`src/rtl/minx_bus_pkg.sv`:
```
// Shared minx bus definitions: bus widths, bus command codes and arbiter states.
package minx_bus_pkg;

  localparam int BUS_ADDR_W = 24;
  localparam int BUS_DATA_W = 8;

  // Bus command codes, common with the s1c88 core.
  localparam logic [1:0] NONE      = 2'd0;
  localparam logic [1:0] IRQ_READ  = 2'd1;
  localparam logic [1:0] MEM_WRITE = 2'd2;
  localparam logic [1:0] MEM_READ  = 2'd3;

  typedef enum logic [1:0] {IDLE, REQUEST, GRANT, RELEASE} arb_state_t;

  function automatic int idx_w(input int n);
    return (n > 1) ? $clog2(n) : 1;
  endfunction

endpackage

```
`src/rtl/bus_arbiter_rr_picker.sv`:
```
// One-hot request selector: rotating priority from ptr when mode = 1, lowest index when mode = 0.
module rr_picker #(
  parameter int N  = 2,
  parameter int PW = 1
) (
  input  logic [N-1:0]  req,
  input  logic [PW-1:0] ptr,
  input  logic          mode,
  output logic [N-1:0]  gnt
);

  logic [PW-1:0] shamt;
  logic [N-1:0]  rot;
  logic [N-1:0]  lsb;

  // Rotate so ptr lands in bit 0, isolate the lowest set bit, rotate back.
  always_comb begin
    shamt = mode ? ptr : '0;
    rot   = N'({req, req} >> shamt);
    lsb   = rot & (~rot + N'(1));
    gnt   = N'(({lsb, lsb} << shamt) >> N);
  end

endmodule

```
`src/rtl/bus_arbiter.sv`:
```
// Shares the minx bus between the CPU and NUM_MASTERS DMA masters via a CPU hold handshake.
// Grant is registered; bus steering is combinational from the registered grant.
module bus_arbiter
  import minx_bus_pkg::*;
#(
  parameter int NUM_MASTERS = 2,
  parameter int ROUND_ROBIN = 1,
  parameter int HANDOFF     = 1,
  parameter int MAX_HOLD    = 0
) (
  input  logic                              clk,
  input  logic                              reset,
  input  logic [NUM_MASTERS-1:0]            m_req,
  output logic [NUM_MASTERS-1:0]            m_grant,
  input  logic [NUM_MASTERS*BUS_ADDR_W-1:0] m_address,
  input  logic [NUM_MASTERS*BUS_DATA_W-1:0] m_data_out,
  input  logic [NUM_MASTERS-1:0]            m_write,
  input  logic [NUM_MASTERS-1:0]            m_read,
  input  logic [NUM_MASTERS*2-1:0]          m_bus_status,
  input  logic [BUS_ADDR_W-1:0]             cpu_address,
  input  logic [BUS_DATA_W-1:0]             cpu_data_out,
  input  logic                              cpu_write,
  input  logic                              cpu_read,
  input  logic [1:0]                        cpu_bus_status,
  output logic                              cpu_bus_request,
  input  logic                              cpu_bus_ack,
  output logic [BUS_ADDR_W-1:0]             address_out,
  output logic [BUS_DATA_W-1:0]             data_out,
  output logic                              write,
  output logic                              read,
  output logic [1:0]                        bus_status,
  output logic [2:0]                        bus_owner,
  output logic                              preempt
);

  localparam int PW = idx_w(NUM_MASTERS);
  localparam int CW = 16;

  arb_state_t             state;
  logic [NUM_MASTERS-1:0] pick;
  logic [PW-1:0]          pick_idx;
  logic [PW-1:0]          next_ptr;
  logic [PW-1:0]          rr_ptr;
  logic [CW-1:0]          hold_cnt;
  logic                   any_req;
  logic                   owner_req;
  logic                   others_pending;
  logic                   hold_expired;
  logic                   load_grant;

  rr_picker #(.N(NUM_MASTERS), .PW(PW)) u_picker (
    .req  (m_req),
    .ptr  (rr_ptr),
    .mode (ROUND_ROBIN != 0),
    .gnt  (pick)
  );

  always_comb begin
    pick_idx = '0;
    for (int k = 0; k < NUM_MASTERS; k++)
      if (pick[k]) pick_idx = PW'(k);
  end

  assign next_ptr       = (pick_idx == PW'(NUM_MASTERS - 1)) ? '0 : pick_idx + PW'(1);
  assign any_req        = |m_req;
  assign owner_req      = |(m_req & m_grant);
  assign others_pending = |(m_req & ~m_grant);
  assign hold_expired   = (MAX_HOLD != 0) && (hold_cnt == CW'(MAX_HOLD - 1));
  // An empty grant while in GRANT is the one-cycle handoff gap.
  assign load_grant     = cpu_bus_ack && any_req &&
                          ((state == REQUEST) || (state == GRANT && m_grant == '0));

  always_ff @(posedge clk or posedge reset) begin
    if (reset) begin
      state           <= IDLE;
      m_grant         <= '0;
      cpu_bus_request <= 1'b0;
      bus_owner       <= 3'd0;
      preempt         <= 1'b0;
      hold_cnt        <= '0;
      rr_ptr          <= '0;
    end else begin
      preempt <= 1'b0;
      case (state)
        IDLE: begin
          if (any_req) begin
            state           <= REQUEST;
            cpu_bus_request <= 1'b1;
          end
        end
        REQUEST: begin
          if (cpu_bus_ack && !any_req) begin
            state           <= RELEASE;
            cpu_bus_request <= 1'b0;
          end
        end
        GRANT: begin
          if (!cpu_bus_ack) begin
            state           <= IDLE;
            m_grant         <= '0;
            bus_owner       <= 3'd0;
            cpu_bus_request <= 1'b0;
          end else if (m_grant == '0) begin
            if (!any_req) begin
              state           <= RELEASE;
              cpu_bus_request <= 1'b0;
            end
          end else if (!owner_req || hold_expired) begin
            m_grant   <= '0;
            bus_owner <= 3'd0;
            preempt   <= owner_req;
            if (!(HANDOFF != 0 && others_pending)) begin
              state           <= RELEASE;
              cpu_bus_request <= 1'b0;
            end
          end else begin
            hold_cnt <= hold_cnt + CW'(1);
          end
        end
        RELEASE: begin
          if (!cpu_bus_ack) state <= IDLE;
        end
        default: state <= IDLE;
      endcase

      if (load_grant) begin
        state     <= GRANT;
        m_grant   <= pick;
        bus_owner <= 3'(pick_idx) + 3'd1;
        rr_ptr    <= next_ptr;
        hold_cnt  <= '0;
      end
    end
  end

  // Grant is one-hot, so at most one master overrides the CPU defaults.
  always_comb begin
    address_out = cpu_address;
    data_out    = cpu_data_out;
    write       = cpu_write;
    read        = cpu_read;
    bus_status  = cpu_bus_status;
    for (int k = 0; k < NUM_MASTERS; k++) begin
      if (m_grant[k]) begin
        address_out = m_address[k*BUS_ADDR_W +: BUS_ADDR_W];
        data_out    = m_data_out[k*BUS_DATA_W +: BUS_DATA_W];
        write       = m_write[k];
        read        = m_read[k];
        bus_status  = m_bus_status[k*2 +: 2];
      end
    end
  end

endmodule
```
`config.mk`:
```
export PLATFORM = sky130hd
export DESIGN_NAME = bus_arbiter
export DESIGN_NICKNAME = d
export VERILOG_FILES = /design/src/rtl/minx_bus_pkg.sv /design/src/rtl/bus_arbiter_rr_picker.sv /design/src/rtl/bus_arbiter.sv
export SDC_FILE = /design/constraint.sdc
export NUM_CORES = 1
export LEC_CHECK = 0
export ABC_AREA = 1
export CAP_MARGIN = 5
export CORE_ASPECT_RATIO = 0.9
export CORE_MARGIN = 10
export CORE_UTILIZATION = 29
export DETAILED_ROUTE_END_ITERATION = 10
export GPL_TIMING_DRIVEN = 0
export PLACE_DENSITY = 0.95
export SYNTH_ARGS = -nofsm -noshare
export SYNTH_HDL_FRONTEND = slang
export SYNTH_SLANG_ARGS = --single-unit
```
`constraint.sdc`:
```
create_clock -name clk -period 3.9 [get_ports clk]
set_input_delay 0.39 -clock clk [delete_from_list [all_inputs] [get_ports clk]]
set_output_delay 0.39 -clock clk [all_outputs]
set_load 0.05 [all_outputs]
```
; ---- After elaboration in Yosys (flattened, before gate mapping)
; Index checks and enable logic that the tools add are counted.
[word_totals]
reg_bits = 9
in_bits = 113
output_inout_bits = 43
word_cells = 87
[classes]
add_sub_neg = 3
n_eq_ne = 16
shift = 2
muxes = 40
bitwise = 5
n_reduce_logical = 16
[op_table]
columns = operator, n
row1 = $mux W24, 2
row2 = $mux W2, 16
row3 = $mux W8, 2
row4 = $mux W3, 5
row5 = $mux W1, 13
row6 = $reduce_and A6 Y1, 2
row7 = $ne A5 B4 Y1 const B, 2
row8 = $ne A3 B3 Y1 const B, 3
row9 = $ne A4 B3 Y1 const B, 2
row10 = $pmux W2 S4, 1
row11 = $and A2 B2 Y2, 3
row12 = $ne A3 B2 Y1 const B, 2
row13 = $reduce_or A2 Y1, 3
row14 = $ne A5 B5 Y1 const B, 1
row15 = $eq A2 B2 Y1 const B, 2
row16 = $logic_and A1 B1 Y1, 4
row17 = $logic_not A2 Y1, 2
row18 = $ne A4 B4 Y1 const B, 1
row19 = $not A2 Y2, 2
row20 = $shl A4 B1 Y4, 1
row21 = $shr A4 B1 Y2, 1
row22 = $pmux W1 S3, 1
row23 = $reduce_and A3 Y1, 1
row24 = $reduce_bool A3 Y1, 1
row25 = 9 further kinds, 9

; ---- Depth between registers and ports, before layout
; Gate-level depths: netlist (run 1).
[depth]
depth_word = 9
mapped_depth = 9
ltp_nobuf = 9

; ---- By module
; A second synthesis (run 1) with hierarchy kept.
[hier_totals]
hier_cells = 249
hier_area_um2 = 1281.2
[modules_own_cells]
columns = module, instances, cells_per_inst, area_each_um2, seq_area_each_um2
row1 = bus_arbiter, 1, 240, 1246.2, 175.2
row2 = rr_picker, 1, 9, 35.0, 0.0

; ---- Least setup slack after synthesis (run 1)
; Ideal clock, no wire load.
[synth_path]
path_type = flip-flop to output port
from = register m_grant[0]
to = output address_out[19]
arrival_ns = 1.971
required_time_ns = 3.510
setup_slack_ns = 1.539
path_stages_with_launch = 5
n_path_buf = 2
path_cell_list = dfrtp_1 -> buf_2 -> buf_2 -> a21oi_1 -> a21oi_1
[synth_between]
elab_chain_len = 2
[synth_lines]
columns = element, line_no
row1 = "start, declared", bus_arbiter.sv:14  ; output logic [NUM_MASTERS-1:0] m_grant,
row2 = "start signal, assigned", bus_arbiter.sv:128  ; m_grant <= pick;
row3 = $mux W24 (2 in series), bus_arbiter.sv:144  ; if (m_grant[k]) begin
row4 = "end, declared", bus_arbiter.sv:27  ; output logic [BUS_ADDR_W-1:0] address_out,
; No other way between the ends.

; ---- Final worst setup path (run 1)
[layout_path]
from = register m_grant[0]
to = output address_out[0]
; Same word-level chain as after synthesis.

==> results of run 1 <==
[layout make-up]
cell class              instances  area (um2)  area share
flip-flops and latches          7         175      0.0599
repair buffers                153        1530       0.524
clock buffers                   4        45.0      0.0154
inverters                      14        53.8      0.0184
multi-input cells             202         958       0.328
well taps                      60        75.1      0.0257
plain buffers                  17        85.1      0.0291
[power by group through the flow]
stage          clock (W)  combinational, W  sequential, W
3_3_place_gp           0           0.00232       0.000141
4_1_cts         0.000109           0.00236       0.000142
5_1_grt         0.000113           0.00249       0.000148
2_1_floorplan          0           0.00149       0.000202
3_5_place_dp           0           0.00235       0.000143
6_report        0.000105           0.00234       0.000141
[logic make-up after synthesis]
group           after synthesis  share of synthesized area
buf+inv                      31                      0.109
flops                         7                      0.138
compound gates               76                      0.303
fa+ha+maj                     5                     0.0493
simple gates                119                      0.397
other cells                   1                    0.00296
[synthesized netlist by cell type (all sizes together)]
library cell,number,share of area
o21ai,3,0.015
nor3,1,0.0039
buf,13,0.055
dfrtp,7,0.14
conb,1,0.0030
inv,13,0.038
nand3,14,0.069
ha,5,0.049
or2,1,0.0069
nand2,58,0.18
clkinv,1,0.0039
nand3b,1,0.0059
clkbuf,4,0.012
a21oi,73,0.29
nor2,44,0.13
[stage by stage]
| step | setup WS (ns) | instance area (um2) | util | power (W) |
|---|---|---|---|---|
| 2_1_floorplan | 1.54 | 1270 | - | 0.00169 |
| 4_1_cts | 1.11 | 2920 | 0.703 | 0.00261 |
| 3_5_place_dp | 1.38 | 2880 | 0.693 | 0.00249 |
| 3_3_place_gp | 1.37 | 2880 | 0.693 | 0.00247 |
| 5_1_grt | 1.00 | 2920 | 0.703 | 0.00275 |
| 6_report | 1.14 | 2920 | 0.703 | 0.00258 |
[final timing paths]
check / to / slack [ns]
setup / recovery: address_out[0] / 1.14
hold / removal: m_grant[0] / 0.39
setup reg to reg: rr_ptr / 2.37
hold reg to reg: cpu_bus_request / 0.50
max in group asynchronous: state[1] / 3.29
min in group clk: cpu_bus_request / 0.50
[layer usage]
| layer | global-route usage | wire length (um) |
|---|---|---|
| met5 | 0 | 0 |
| met4 | 0.0613 | 170 |
| met3 | 0.0712 | 756 |
| met2 | 0.312 | 3770 |
| met1 | 0.216 | 2970 |
[registers in the layout, indices dropped and copies added (netlist names)]
register,count
bus_owner,2
state,2
cpu_bus_request,1
m_grant,1
rr_ptr,1
[layout by cell type (no fill, tap or decap), drive strengths merged]
master,instances
clkdlybuf4s50,153
a21oi,73
nand2,58
nor2,44
nand3,14
inv,13
buf,13
clkbuf,8
dfrtp,7
ha,5
o21ai,3
conb,2
clkinv,1
or2,1
nor3,1
nand3b,1
==> impl_metrics.yaml, run 1 <==
cells_and_area:
  num_antenna_cells: 0
  area_growth_pct: 130
  nFillCells: 342
  nets: 516
  final_cells: 457
  drive_gt1_frac: 0.0680
route:
  via_per_inst: 4.74
  first_pass_iters: 4
  drtIter0Drc: 117
  post_drt_wl_per_cell_um: 16.8
  num_vias: 2168
  ant_nets: 0
  drc: 0
  totalWireLength_um: 7660
setup_path:
  crit_slowest_cell: "clkdlybuf4s50_1"
  r2r_start: "state[0]"
  crit_path_start: "m_grant[0]"
  path_class: "flop to output pin"
  crit_buf_inv: 3
  max_stage_delay_ns: 0.85
  cp_max_fo: 10
  ff2ff_path_depth: 9
  path_delay_family: "buffers and inverters"
  crit_chain: "inv_2 -> clkbuf_1 -> nand2_1 -> a21oi_1 -> clkdlybuf4s50_1"
  cp.depth: 5
  setup.worst_path.start_class: "flop"
  cp_data_required_time_ns: 3.51
  arrival_ns: 2.37
  end_kind: "output pin"
timing:
  rsz0062_at_grt: "no"
  max_slew_margin: 0.599
  max_slew.worst_pin.slew_ns: 0.600
  skew_ns: 0.00539
  finalCriticalPeriod_ns: 2.76
  finalHoldViolations: 0
  max_freq_mhz: 362
  hold_slack_ns: 0.394
  maxSlewViolCount: 0
  setup_viol_count_final: 0
  period_share: 0.709
  setup_tns_ns: 0
floorplanning:
  fp.dieW_um: 89.7
  pin_count: 156
  coreArea_um2: 4160
  start_util: 0.305
  fp-row-count: 22
  dieArea_um2: 7420
  die_y_um: 82.8
pwr:
  internal-power_w: 0.000961
  switchingPower_w: 0.00162
  switching_share: 0.628
  ir_worst_vdd_mv: 0.634
  power.share.clock: 0.041
  power_frac_comb: 0.905
  seqPwrFrac: 0.055
  p_leak_nw: 1.28
  p_per_area_nw_per_um2: 884
global_routing:
  track_usage: 0.186
  grt_first_pass_wirelength_um: 11200
  grt_start_max_net_pins: 11
  overflow: 0
  antenna_found_initial: 0
  grt_pass1_vias: 2072
clocking:
  post_cts_buffers: 0
  path_clk_slew_ns: 0.04
  cts_buffer_depth: 2
  hold_buffers: 0
  cts_tree: "yes"
  cts.repair.resized: 0
  clockRootBuffer: "clkbuf_8"
  clock-sinks: 7
  cts_max_level: 1
  clock_latency_ns: 0.23
  cts_made_buffers: 3
hold_path:
  hold_class: "input port to async pin"
logic_synthesis:
  synth.ff_latch_count: 7
  syn_area_um2: 1270
  yosys_warnings: 0
  yosysSeqAreaShare: 0.138
  synth_cell_types: 24
  syn_inst: 239
  avgSynthCellArea_um2: 5.31
run:
  drv_cap: 0
placement:
  io_buffers: 153
  place.gp.congestion: 0.882
  hpwlAfterDp_um: 6580
  place_inst: 453
outcome:
  outcome: "finished clean"
No activity file was read; power rests on OpenSTA's default activity.
==> run 2, diff against run 1 <==
Settings changed: CORE_UTILIZATION 29 to 24, PLACE_DENSITY 0.95 to 0.88.
Clock period 3.9 ns to 2.3 ns, I/O delays scaled along.
==> run 2 against run 1 <==
  * Critical path depth fell by 1
  * Final cell count grew 1.5%
  * Via count up 1.3%
  * Core utilization down 16 points
  * Wire length is 1.9% lower
  * First-iteration DRC count shrank 21%
  * Largest power group unchanged
  * Clock power is 64% higher
  * Total power is 59% higher
  * Clock skew about the same
  * Critical path type unchanged
  * Sequential cell count unchanged
  * Register-to-register slack got worse by 1.6 ns
==> impl_metrics.yaml, run 2 (synthesis results as in run 1) <==
clocking:
  clock_latency_ns: 0.23
  cts_max_level: 1
  clock-sinks: 7
  path_clk_slew_ns: 0.04
  clockRootBuffer: "clkbuf_8"
  cts_made_buffers: 3
  cts_buffer_depth: 2
  hold_buffers: 0
  cts_tree: "yes"
route:
  drtIter0Drc: 93
  post_drt_wl_per_cell_um: 16.2
  wl_met2_um: 3740
  totalWireLength_um: 7520
  via_per_inst: 4.73
  ant_nets: 0
  drc: 0
  dr_wl_met3_um: 498
  num_vias: 2196
  wl_met1_um: 3250
  top_layer_used: "met4"
  first_pass_iters: 5
timing:
  maxSlewViolCount: 0
  period_share: 0.959
  finalCriticalPeriod_ns: 2.21
  max_freq_mhz: 453
  max_slew.worst_pin.slew_ns: 0.535
  skew_ns: 0.00564
  rsz0062_at_grt: "no"
  max_slew_margin: 0.642
  finalHoldViolations: 0
  setup_tns_ns: 0
  setup_viol_count_final: 0
setup_path:
  r2r_start: "state[0]"
  crit_chain: "buf_2 -> a21oi_1 -> a21oi_1 -> clkdlybuf4s50_1"
  arrival_ns: 1.98
  path_class: "flop to output pin"
  crit_path_end: "address_out[7]"
  max_stage_delay_ns: 0.83
  rrSetupSlack_ns: 0.81
  crit_path_start: "bus_owner[1]"
  cp_max_fo: 10
  rr_endpoint: "bus_owner[0]"
  cp_data_required_time_ns: 2.07
  ff2ff_path_depth: 9
  end_kind: "output pin"
  cp_common_cell: "a21oi_1"
  setup.worst_path.start_class: "flop"
  crit_slowest_cell: "clkdlybuf4s50_1"
cells_and_area:
  num_antenna_cells: 0
  mostFrequentLayoutCells: "121 x clkdlybuf4s50_1, 73 x a21oi_1, 55 x nand2_1, 44 x nor2_1, 24 x clkbuf_2"
  final_cells: 464
  top_regs: "bus_owner (2), state (2)"
  final_common_cell: "clkdlybuf4s50_1"
  area_growth_pct: 123
  drive_gt1_frac: 0.134
  nets: 516
floorplanning:
  fp.dieW_um: 96.6
  coreArea_um2: 5190
  die_y_um: 89.0
  dieArea_um2: 8600
  pin_count: 156
  fp-row-count: 25
  start_util: 0.244
pwr:
  p_leak_nw: 1.32
  power_w: 0.00410
  ir_worst_vdd_mv: 0.704
  p_per_area_nw_per_um2: 1450
global_routing:
  track_usage: 0.154
  antenna_found_initial: 0
  grt_first_pass_wirelength_um: 11000
  grt_start_max_net_pins: 11
  overflow: 0
  grt_pass1_vias: 2101
placement:
  place.gp.congestion: 0.834
  place_inst: 460
  io_buffers: 153
  hpwlAfterDp_um: 6310
run:
  drv_cap: 0
hold_path:
  hold_class: "input port to async pin"
outcome:
  outcome: "finished clean"
## run 2: cell count changes in the layout (fill, tap and decap cells not counted)
cell	delta
clkbuf_2	+24
clkdlybuf4s50_1	-32
dlygate4sd2_1	+4
clkbuf_1	-1
buf_1	-1
clkdlybuf4s15_2	+2
dlymetal6s2s_1	+2
clkdlybuf4s15_1	+2
## run 2: worst min-delay path by stage
stage,from,slack (ns),depth (start not counted),to
detailed placement,reset,0.48,2,state[1]
global placement,reset,0.47,2,state[0]
global route,reset,0.27,2,bus_owner[0]
floorplan,reset,0.03,1,bus_owner[0]
CTS,reset,0.24,2,bus_owner[0]
finish,reset,0.23,2,bus_owner[0]
## run 2: worst max-delay path: cells and delay by family (launching register included)
kind / cells / cell delay [ns]
buffers and inverters: 2 / 1.09
flip-flops: 1 / 0.43
AO/OA/AOI/OAI: 2 / 0.23
## run 2: final cells by class
type	instances	area, um2
buffer	17	87.6
clock buffer	4	45.0
fill	515	2360
inverter	14	53.8
multi-input combinational	202	958
sequential	7	175
tap	67	83.8
timing repair buffer	153	1420
## run 2: per-stage QoR
stage / cell area [um2] / setup WS, ns / utilization / hold slack [ns]
after floorplan: 1270 / 0.0993 / - / 0.0334
final: 2830 / 0.0942 / 0.545 / 0.228
after global routing: 2830 / 0.000371 / 0.545 / 0.271
after global placement: 2890 / -0.0970 / 0.556 / 0.473
after detailed placement: 2890 / -0.0778 / 0.556 / 0.477
after CTS: 2900 / 0.00797 / 0.559 / 0.239
## run 2: repair_timing
item	in CTS	in global routing
setup buffers	0	0
setup endpoints to repair	30	31
resized for setup	35	50
pin swaps	0	0
## run 2: layer usage
layer / GRT usage / up-vias
met3: 0.0410 / 2
met4: 0.0134 / 0
li1: - / 1097
met1: 0.182 / 991
met5: 0 / -
met2: 0.283 / 106
## run 2: where the power goes
part | switching, W | total [W] | internal [W]
sequential | 0.0000554 | 0.000241 | 0.000185
combinational | 0.00264 | 0.00368 | 0.00105
clock | 0.0000520 | 0.000172 | 0.000120
total | 0.00274 | 0.00410 | 0.00135
